## src/rtl/mul_share_arb_pkg.sv

```systemverilog
// Shared widths and pipeline entry types for the shared-multiplier arbiter.
package mul_share_arb_pkg;

  localparam int PKG_NREQ = 4;
  localparam int PKG_A_W  = 27;
  localparam int PKG_B_W  = 18;
  localparam int PKG_P_W  = PKG_A_W + PKG_B_W;
  localparam int PKG_ID_W = $clog2(PKG_NREQ);

  typedef struct packed {
    logic                       valid;
    logic [PKG_ID_W-1:0]        id;
    logic signed [PKG_A_W-1:0]  a;
    logic signed [PKG_B_W-1:0]  b;
  } s1_entry_t;

  typedef struct packed {
    logic                       valid;
    logic [PKG_ID_W-1:0]        id;
    logic signed [PKG_P_W-1:0]  p;
  } s2_entry_t;

endpackage

```

## src/rtl/mul_share_arb_mul.sv

```systemverilog
// Combinational signed multiply built from an unsigned-lo / signed-hi split of b.
module mul_split_27x18
  import mul_share_arb_pkg::*;
#(
  parameter int A_W = PKG_A_W,
  parameter int B_W = PKG_B_W,
  parameter int P_W = PKG_P_W
) (
  input  logic signed [A_W-1:0] a_i,
  input  logic signed [B_W-1:0] b_i,
  output logic signed [P_W-1:0] p_o
);

  localparam int H    = B_W / 2;
  localparam int LO_W = A_W + H + 1;
  localparam int HI_W = A_W + H;

  logic signed [LO_W-1:0] a_lo, b_lo, lo;
  logic signed [HI_W-1:0] a_hi, b_hi, hi;

  // Operands are pre-extended to the partial width so each product is exact.
  assign a_lo = {{(H+1){a_i[A_W-1]}}, a_i};
  assign b_lo = {{(A_W+1){1'b0}}, b_i[H-1:0]};
  assign a_hi = {{H{a_i[A_W-1]}}, a_i};
  assign b_hi = {{A_W{b_i[B_W-1]}}, b_i[B_W-1:H]};

  assign lo = a_lo * b_lo;
  assign hi = a_hi * b_hi;

  assign p_o = {{(P_W-LO_W){lo[LO_W-1]}}, lo}
             + ({{(P_W-HI_W){hi[HI_W-1]}}, hi} << H);

endmodule

```

## src/rtl/mul_share_arb.sv

```systemverilog
// Round-robin arbiter feeding one two-stage shared multiplier pipeline.
module mul_share_arb
  import mul_share_arb_pkg::*;
#(
  parameter int NREQ = PKG_NREQ,
  parameter int A_W  = PKG_A_W,
  parameter int B_W  = PKG_B_W,
  parameter int P_W  = A_W + B_W
) (
  input  logic                       clk,
  input  logic                       reset_n,
  input  logic [NREQ-1:0]            req_valid,
  output logic [NREQ-1:0]            req_ready,
  input  logic [NREQ*A_W-1:0]        req_a,
  input  logic [NREQ*B_W-1:0]        req_b,
  output logic                       res_valid,
  input  logic                       res_ready,
  output logic [$clog2(NREQ)-1:0]    res_id,
  output logic [P_W-1:0]             res_p,
  output logic                       busy
);

  localparam int ID_W = $clog2(NREQ);

  s1_entry_t s1_q, s1_d;
  s2_entry_t s2_q, s2_d;

  logic [ID_W-1:0]        last_grant_q, last_grant_d;
  logic [ID_W-1:0]        grant_idx;
  logic                   grant_any;
  logic                   advance;
  logic signed [A_W-1:0]  a_sel;
  logic signed [B_W-1:0]  b_sel;
  logic signed [P_W-1:0]  prod;

  assign advance = !s2_q.valid || res_ready;

  // First requester after last_grant, wrapping, wins.
  always_comb begin
    int              idx;
    logic [ID_W-1:0] cand;
    grant_any = 1'b0;
    grant_idx = last_grant_q;
    idx       = 0;
    cand      = '0;
    for (int k = 1; k <= NREQ; k++) begin
      idx  = (int'(last_grant_q) + k) % NREQ;
      cand = ID_W'(idx);
      if (!grant_any && req_valid[cand]) begin
        grant_any = 1'b1;
        grant_idx = cand;
      end
    end
  end

  always_comb begin
    req_ready = '0;
    if (reset_n && grant_any && advance) req_ready[grant_idx] = 1'b1;
  end

  assign a_sel = req_a[grant_idx*A_W +: A_W];
  assign b_sel = req_b[grant_idx*B_W +: B_W];

  mul_split_27x18 #(
    .A_W (A_W),
    .B_W (B_W),
    .P_W (P_W)
  ) u_mul (
    .a_i (s1_q.a),
    .b_i (s1_q.b),
    .p_o (prod)
  );

  always_comb begin
    s1_d         = s1_q;
    s2_d         = s2_q;
    last_grant_d = last_grant_q;
    if (advance) begin
      s1_d.valid = grant_any;
      s1_d.id    = grant_idx;
      s1_d.a     = a_sel;
      s1_d.b     = b_sel;
      s2_d.valid = s1_q.valid;
      s2_d.id    = s1_q.id;
      s2_d.p     = prod;
      if (grant_any) last_grant_d = grant_idx;
    end
  end

  always_ff @(posedge clk or negedge reset_n) begin
    if (!reset_n) begin
      s1_q         <= '0;
      s2_q         <= '0;
      last_grant_q <= ID_W'(NREQ - 1);
    end else begin
      s1_q         <= s1_d;
      s2_q         <= s2_d;
      last_grant_q <= last_grant_d;
    end
  end

  assign res_valid = s2_q.valid;
  assign res_id    = s2_q.id;
  assign res_p     = s2_q.p;
  assign busy      = s1_q.valid || s2_q.valid;

endmodule

```

## config.mk

```make
export PLATFORM = sky130hd
export DESIGN_NAME = mul_share_arb
export DESIGN_NICKNAME = d
export VERILOG_FILES = /design/src/rtl/mul_share_arb_pkg.sv /design/src/rtl/mul_share_arb_mul.sv /design/src/rtl/mul_share_arb.sv
export SDC_FILE = /design/constraint.sdc
export NUM_CORES = 1
export LEC_CHECK = 0
export CAP_MARGIN = 20
export CORE_ASPECT_RATIO = 0.7
export CORE_MARGIN = 2
export CORE_UTILIZATION = 47
export CTS_BUF_LIST = sky130_fd_sc_hd__clkbuf_4
export DETAILED_ROUTE_END_ITERATION = 10
export GPL_ROUTABILITY_DRIVEN = 0
export PLACE_DENSITY = 0.71
export SLEW_MARGIN = 15
export SYNTH_ARGS = -nofsm -noshare
export SYNTH_HDL_FRONTEND = slang
export SYNTH_SLANG_ARGS = --single-unit
export TNS_END_PERCENT = 20
```

## constraint.sdc

```tcl
create_clock -name clk -period 9.2 [get_ports clk]
set_clock_uncertainty 0.1 [all_clocks]
set_input_delay 0.92 -clock clk [delete_from_list [all_inputs] [get_ports clk]]
set_output_delay 0.92 -clock clk [all_outputs]
set_load 0.1 [all_outputs]
```

# Word level (Yosys, flattened, before mapping)
# Cells that the tools add are included.
dict set report classes {
  addsub 5
  n_mul 4
  magnitude_cmp 6
  shifts 2
  n_mux 19
  reduce_logical 13
}
# op n
set ops {}
lappend ops {{$shiftx A108 B8 Y27} 1}
lappend ops {{$shiftx A72 B8 Y18} 1}
lappend ops {{$add A45 B45 Y45} 1}
lappend ops {{$mul A27 B10 Y37} 1}
lappend ops {{$mul A27 B9 Y36} 1}
lappend ops {{$lt A2 B3 Y1 const B} 5}
lappend ops {{$mux W1} 9}
lappend ops {{$bmux W1 S2} 4}
lappend ops {{$mux W2} 4}
lappend ops {{$mul A2 B5 Y7 const B} 1}
lappend ops {{$logic_and A1 B1 Y1} 6}
lappend ops {{$mul A2 B4 Y6 const B} 1}
lappend ops {{$add A2 B1 Y2 const B} 2}
lappend ops {{$add A2 B2 Y2 const B} 2}
lappend ops {{$logic_not A1 Y1} 4}
lappend ops {{$mux W4} 1}
lappend ops {{$demux W1 S2} 1}
lappend ops {{$ge A2 B1 Y1 const B} 1}
lappend ops {{$logic_or A1 B1 Y1} 2}
lappend ops {{$reduce_and A2 Y1} 1}
dict set report totals {
  ff_bits 98
  inputBits 187
}

# Longest topological paths before layout
# Gate-level depths: netlist of run 1.
dict set report logic_depth {
  ltp_word 18
  ltp_mapped 38
  ltp_nobuf 36
}

# Modules after synthesis
# Synthesis of run 1 repeated with hierarchy kept, for this count alone.
dict set report hier_totals {
  cells_unflattened 2679
  hier_area_um2 23283.6
}
# module n_inst cells_each area_each_um2 seq_area_each_um2
set modules_own_cells {}
lappend modules_own_cells {mul_split_27x18 1 2123 18212.5 0.0}
lappend modules_own_cells {mul_share_arb 1 556 5071.1 2454.9}

# Least setup slack after synthesis of run 1
# No wires, ideal clock.
dict set report synth_timing {
  path_type {reg-to-reg}
  startpoint {register s1_q[1] (netlist name)}
  endpoint {register s2_q (netlist bit res_p[44])}
  t_arrival_ns 7.534
  slack_ns 1.438
  path_stages_with_launch 35
  synth_period_minus_slack_ns 7.762
  path_cell_list {dfrtp_1 > clkbuf_1 > clkbuf_1 > nand2_1 > fa_1 > inv_1 > fa_1 > fa_1 > fa_1 > inv_1 > fa_1 > inv_1 > ha_1 > a21o_1 > a21o_1 > a21oi_1 > o21bai_1 > a21oi_1 > o21ai_0 > a21oi_1 > o31ai_1 > o41ai_1 > xnor2_1 > ha_1 > nand4_1 > nor2_1 > o21a_1 > a41oi_1 > a211oi_1 > and3_1 > mux2i_1 > o2111a_1 > o31ai_1 > xnor2_1 > o21ai_1}
}
dict set report synth_between {
  elab_chain_len 2
}
# item line_no
set synth_lines {}
lappend synth_lines {{start, declared} mul_share_arb.sv:25} ;# s1_entry_t s1_q, s1_d;
lappend synth_lines {{start signal, assigned} mul_share_arb.sv:92} ;# s1_q <= '0;
lappend synth_lines {{start signal, assigned} mul_share_arb.sv:96} ;# s1_q <= s1_d;
lappend synth_lines {{$mul A27 B10 Y37} mul_share_arb_mul.sv:27} ;# assign lo = a_lo * b_lo;
lappend synth_lines {{$add A45 B45 Y45} mul_share_arb_mul.sv:31} ;# + ({{(P_W-HI_W){hi[HI_W-1]}}, hi} << H);
lappend synth_lines {{end signal, assigned} mul_share_arb.sv:93} ;# s2_q <= '0;
lappend synth_lines {{end signal, assigned} mul_share_arb.sv:97} ;# s2_q <= s2_d;
lappend synth_lines {{end, declared} mul_share_arb.sv:26} ;# s2_entry_t s2_q, s2_d;
# Every way passes these cells.
# A chain may end at the register's enable or synchronous reset.

# Worst setup path after layout of run 1
dict set report layout_timing {
  startpoint {register s1_q[3] (netlist name)}
  endpoint {register s2_q (netlist bit res_p[42])}
}
# Same word-level chain as after synthesis.

==> impl_metrics.toml, run 1 <==
[worst_hold_path]
whs_path_depth = 2
hold_class = "reg2reg"
min-delay-start = "res_p[9]"
hold_path_end = "res_p[9]"

[run_status]
status = "completed"

[setup_path]
crit_type = "reg2reg"
cp-start-kind = "register"
r2r_cells = 35
worstPathMaxFanout = 23
slowest_stage = "dfrtp_2"
ff2ff_setup_slack_ns = 0.64
reg2reg_from = "s1_q[3]"
r2r_end = "res_p[42]"
crit_required_ns = 9.53
critPathMostFrequentCell = "fa_1"
crit_start = "s1_q[3]"
cp.arrival_ns = 8.89
cpPeakStageDelay_ns = 0.72
end_kind = "register"

[yosys]
synth_ff_type = "dfrtp_1"
yosysMostFrequentCell = "nand2_1"
syn_inst = 2789
synth_top_area_share_pct = 34.5
ys_ff_latch = 98
syn_avg_cell_area_sq_um = 8.24
ys_types = 68
syn_nets = 3559
yosysTopAreaCell = "fa_1"
yosysSeqAreaShare_pct = 10.7
synth_common_cells = "nand2_1, inv_1, fa_1"
synth-async-reset-ratio_pct = 100
synth_edf_count = 0
ys_warn_count = 0
syn_area_sq_um = 23000
ys_top_cells_by_area = "fa_1, dfrtp_1, ha_1"

[timing]
hold_violations = 0
slew_headroom_pct = 30.9
worstMarginPinSlew_ns = 1.03
drv_slew = 0
setup_violations = 0
setup_tns_ns = 0
period_share_pct = 93.0
rsz0062_at_grt = "false"
max_freq_mhz = 117
period_needed_ns = 8.56

[grt]
grt_max_degree = 94
grt_remaining_overflow = 0
grtUsageTotal_pct = 25.5
gr-max-usage-layer = "met2"
gr-usage-met3_pct = 3.88
grt_util_met2_pct = 42.8
antenna_found_initial = 3
use_met1_pct = 33.8
grt_pass1_vias = 20300
grt_pass1_wl_microns = 103000

[finish]
register_area_sq_um = 2480
nFillCells = 4313
multiInputGateArea_sq_um = 18500
drive_gt1_share_pct = 3.00
nets = 3702
area_growth_pct = 13.8

[clocking]
clk_pin_slew_ns = 0.16
cts_buffers = 9
clk_latency_ns = 0.57
tritoncts = "built"
cts_setup_buffers = 0
clock_tree.root_cell = "clkbuf_4"
postCtsHoldBufs = 0
cts.sinks = 98
clockBufferDepth = 2
h-tree-depth = 3

[detailed_routing]
dr.pass1.iters = 6
ant_nets = 0
drt_wl_total_microns = 62300
drt-initial-drc-count = 1270
num_vias = 19300
vias_per_cell = 5.36
wl_per_cell_microns = 17.3
route.detailed.drc = 0

[floorplanning]
io_pins = 240
coreArea_sq_um = 48000
die_w_microns = 268
dieArea_sq_um = 50700
row_count = 67
start_util_pct = 47.8
fp.dieH_microns = 189

[place]
port_buffers = 239
dpl.hpwl_microns = 51000

[flow_run]
cap_violations = 0
registers in the layout, indices dropped and copies added, names as in the netlist:
signal,count
last_grant_q,2
s1_q,48
res_p,45
res_id,2
res_valid,1
critical path: cells and delay by family (launching register included):
family	cells	cell delay, ns
adder cells (fa/ha/maj)	7	3.16
AO/OA/AOI/OAI	14	2.56
AND/OR/NAND/NOR	7	0.95
flip-flops	1	0.72
buffers and inverters	4	0.40
XOR/XNOR	2	0.33
multiplexers	1	0.20
kinds of logic (layout without fill, tap and decap cells):
family,Yosys count,after routing,share of synthesized area (%)
and+or+nand+nor,1041,1041,20.7
adders and majority gates,583,583,44.7
buffers and inverters,547,695,8.98
AOI/OAI and AO/OA,411,411,10.7
xor gates and xnor gates,105,105,4.00
DFF,98,98,10.7
muxes,4,4,0.185
other,0,3,0
per-stage QoR:
stage | utilization, % | setup WS (ns) | instance area [sq um] | hold slack, ns | std cells
after CTS | 54.3 | 0.381 | 26100 | 0.399 | 3591
after floorplan | - | 1.44 | 23000 | 0.346 | 2789
after detailed placement | 54.0 | 0.434 | 25900 | 0.361 | 3575
final | 54.4 | 0.643 | 26100 | 0.391 | 3595
after global routing | 54.4 | 0.00861 | 26100 | 0.417 | 3595
after global placement | 54.0 | 0.626 | 25900 | 0.357 | 3575
final cells by class:
class                   count  area share (%)
well taps                 655            3.13
inverters                 403            5.81
clock buffers               9           0.258
diodes                      3          0.0287
multi-input cells        2144            70.7
flip-flops and latches     98            9.48
clock inverters             7           0.321
repair buffers            276            10.2
metal layers:
| layer | routed length (microns) | vias up |
|---|---|---|
| met4 | 2120 | 2 |
| met1 | 26300 | 9636 |
| li1 | - | 8977 |
| met5 | 11 | - |
| met3 | 3400 | 105 |
| met2 | 30500 | 539 |
placed cells by master (no fill, tap or decap), types with 56 or more instances in the layout:
| cell type | instances |
|---|---|
| and2_1 | 230 |
| inv_1 | 399 |
| dfrtp_1 | 80 |
| nor2_1 | 80 |
| xnor2_1 | 82 |
| nand3_1 | 56 |
| nand2_1 | 592 |
| a21oi_1 | 101 |
| clkdlybuf4s50_1 | 238 |
| fa_1 | 396 |
| o21ai_0 | 166 |
| ha_1 | 187 |
how the worst max path moves through the flow:
| stage | endpoint | slack [ns] | depth (start not counted) |
|---|---|---|---|
| after CTS | res_p[44] | 0.38 | 34 |
| final | res_p[42] | 0.64 | 35 |
| after global placement | res_p[44] | 0.63 | 34 |
| after floorplan | res_p[44] | 1.44 | 34 |
| after detailed placement | res_p[42] | 0.43 | 34 |
| after global routing | res_p[42] | 0.009 | 34 |
timing repair:
item	CTS	global route
endpoints found under the setup margin	0	9
endpoints found under the hold margin	0	0
resized for setup	0	17
Power of run 1 is left out: the tool's default activity adds up to more than one toggle a clock period on the data nets, which glitch-free logic cannot reach.
==> run 2, diff against run 1 <==
--- a/config.mk
+++ b/config.mk
@@ -13,6 +13,7 @@
 export DETAILED_ROUTE_END_ITERATION = 10
 export GPL_ROUTABILITY_DRIVEN = 0
 export PLACE_DENSITY = 0.71
+export SKIP_CTS_REPAIR_TIMING = 1
 export SLEW_MARGIN = 15
 export SYNTH_ARGS = -nofsm -noshare
 export SYNTH_HDL_FRONTEND = slang
==> results of run 2 <==
The final DEF is identical to that of run 1; final timing and power are the same.
Power of run 2 is left out for the same reason.
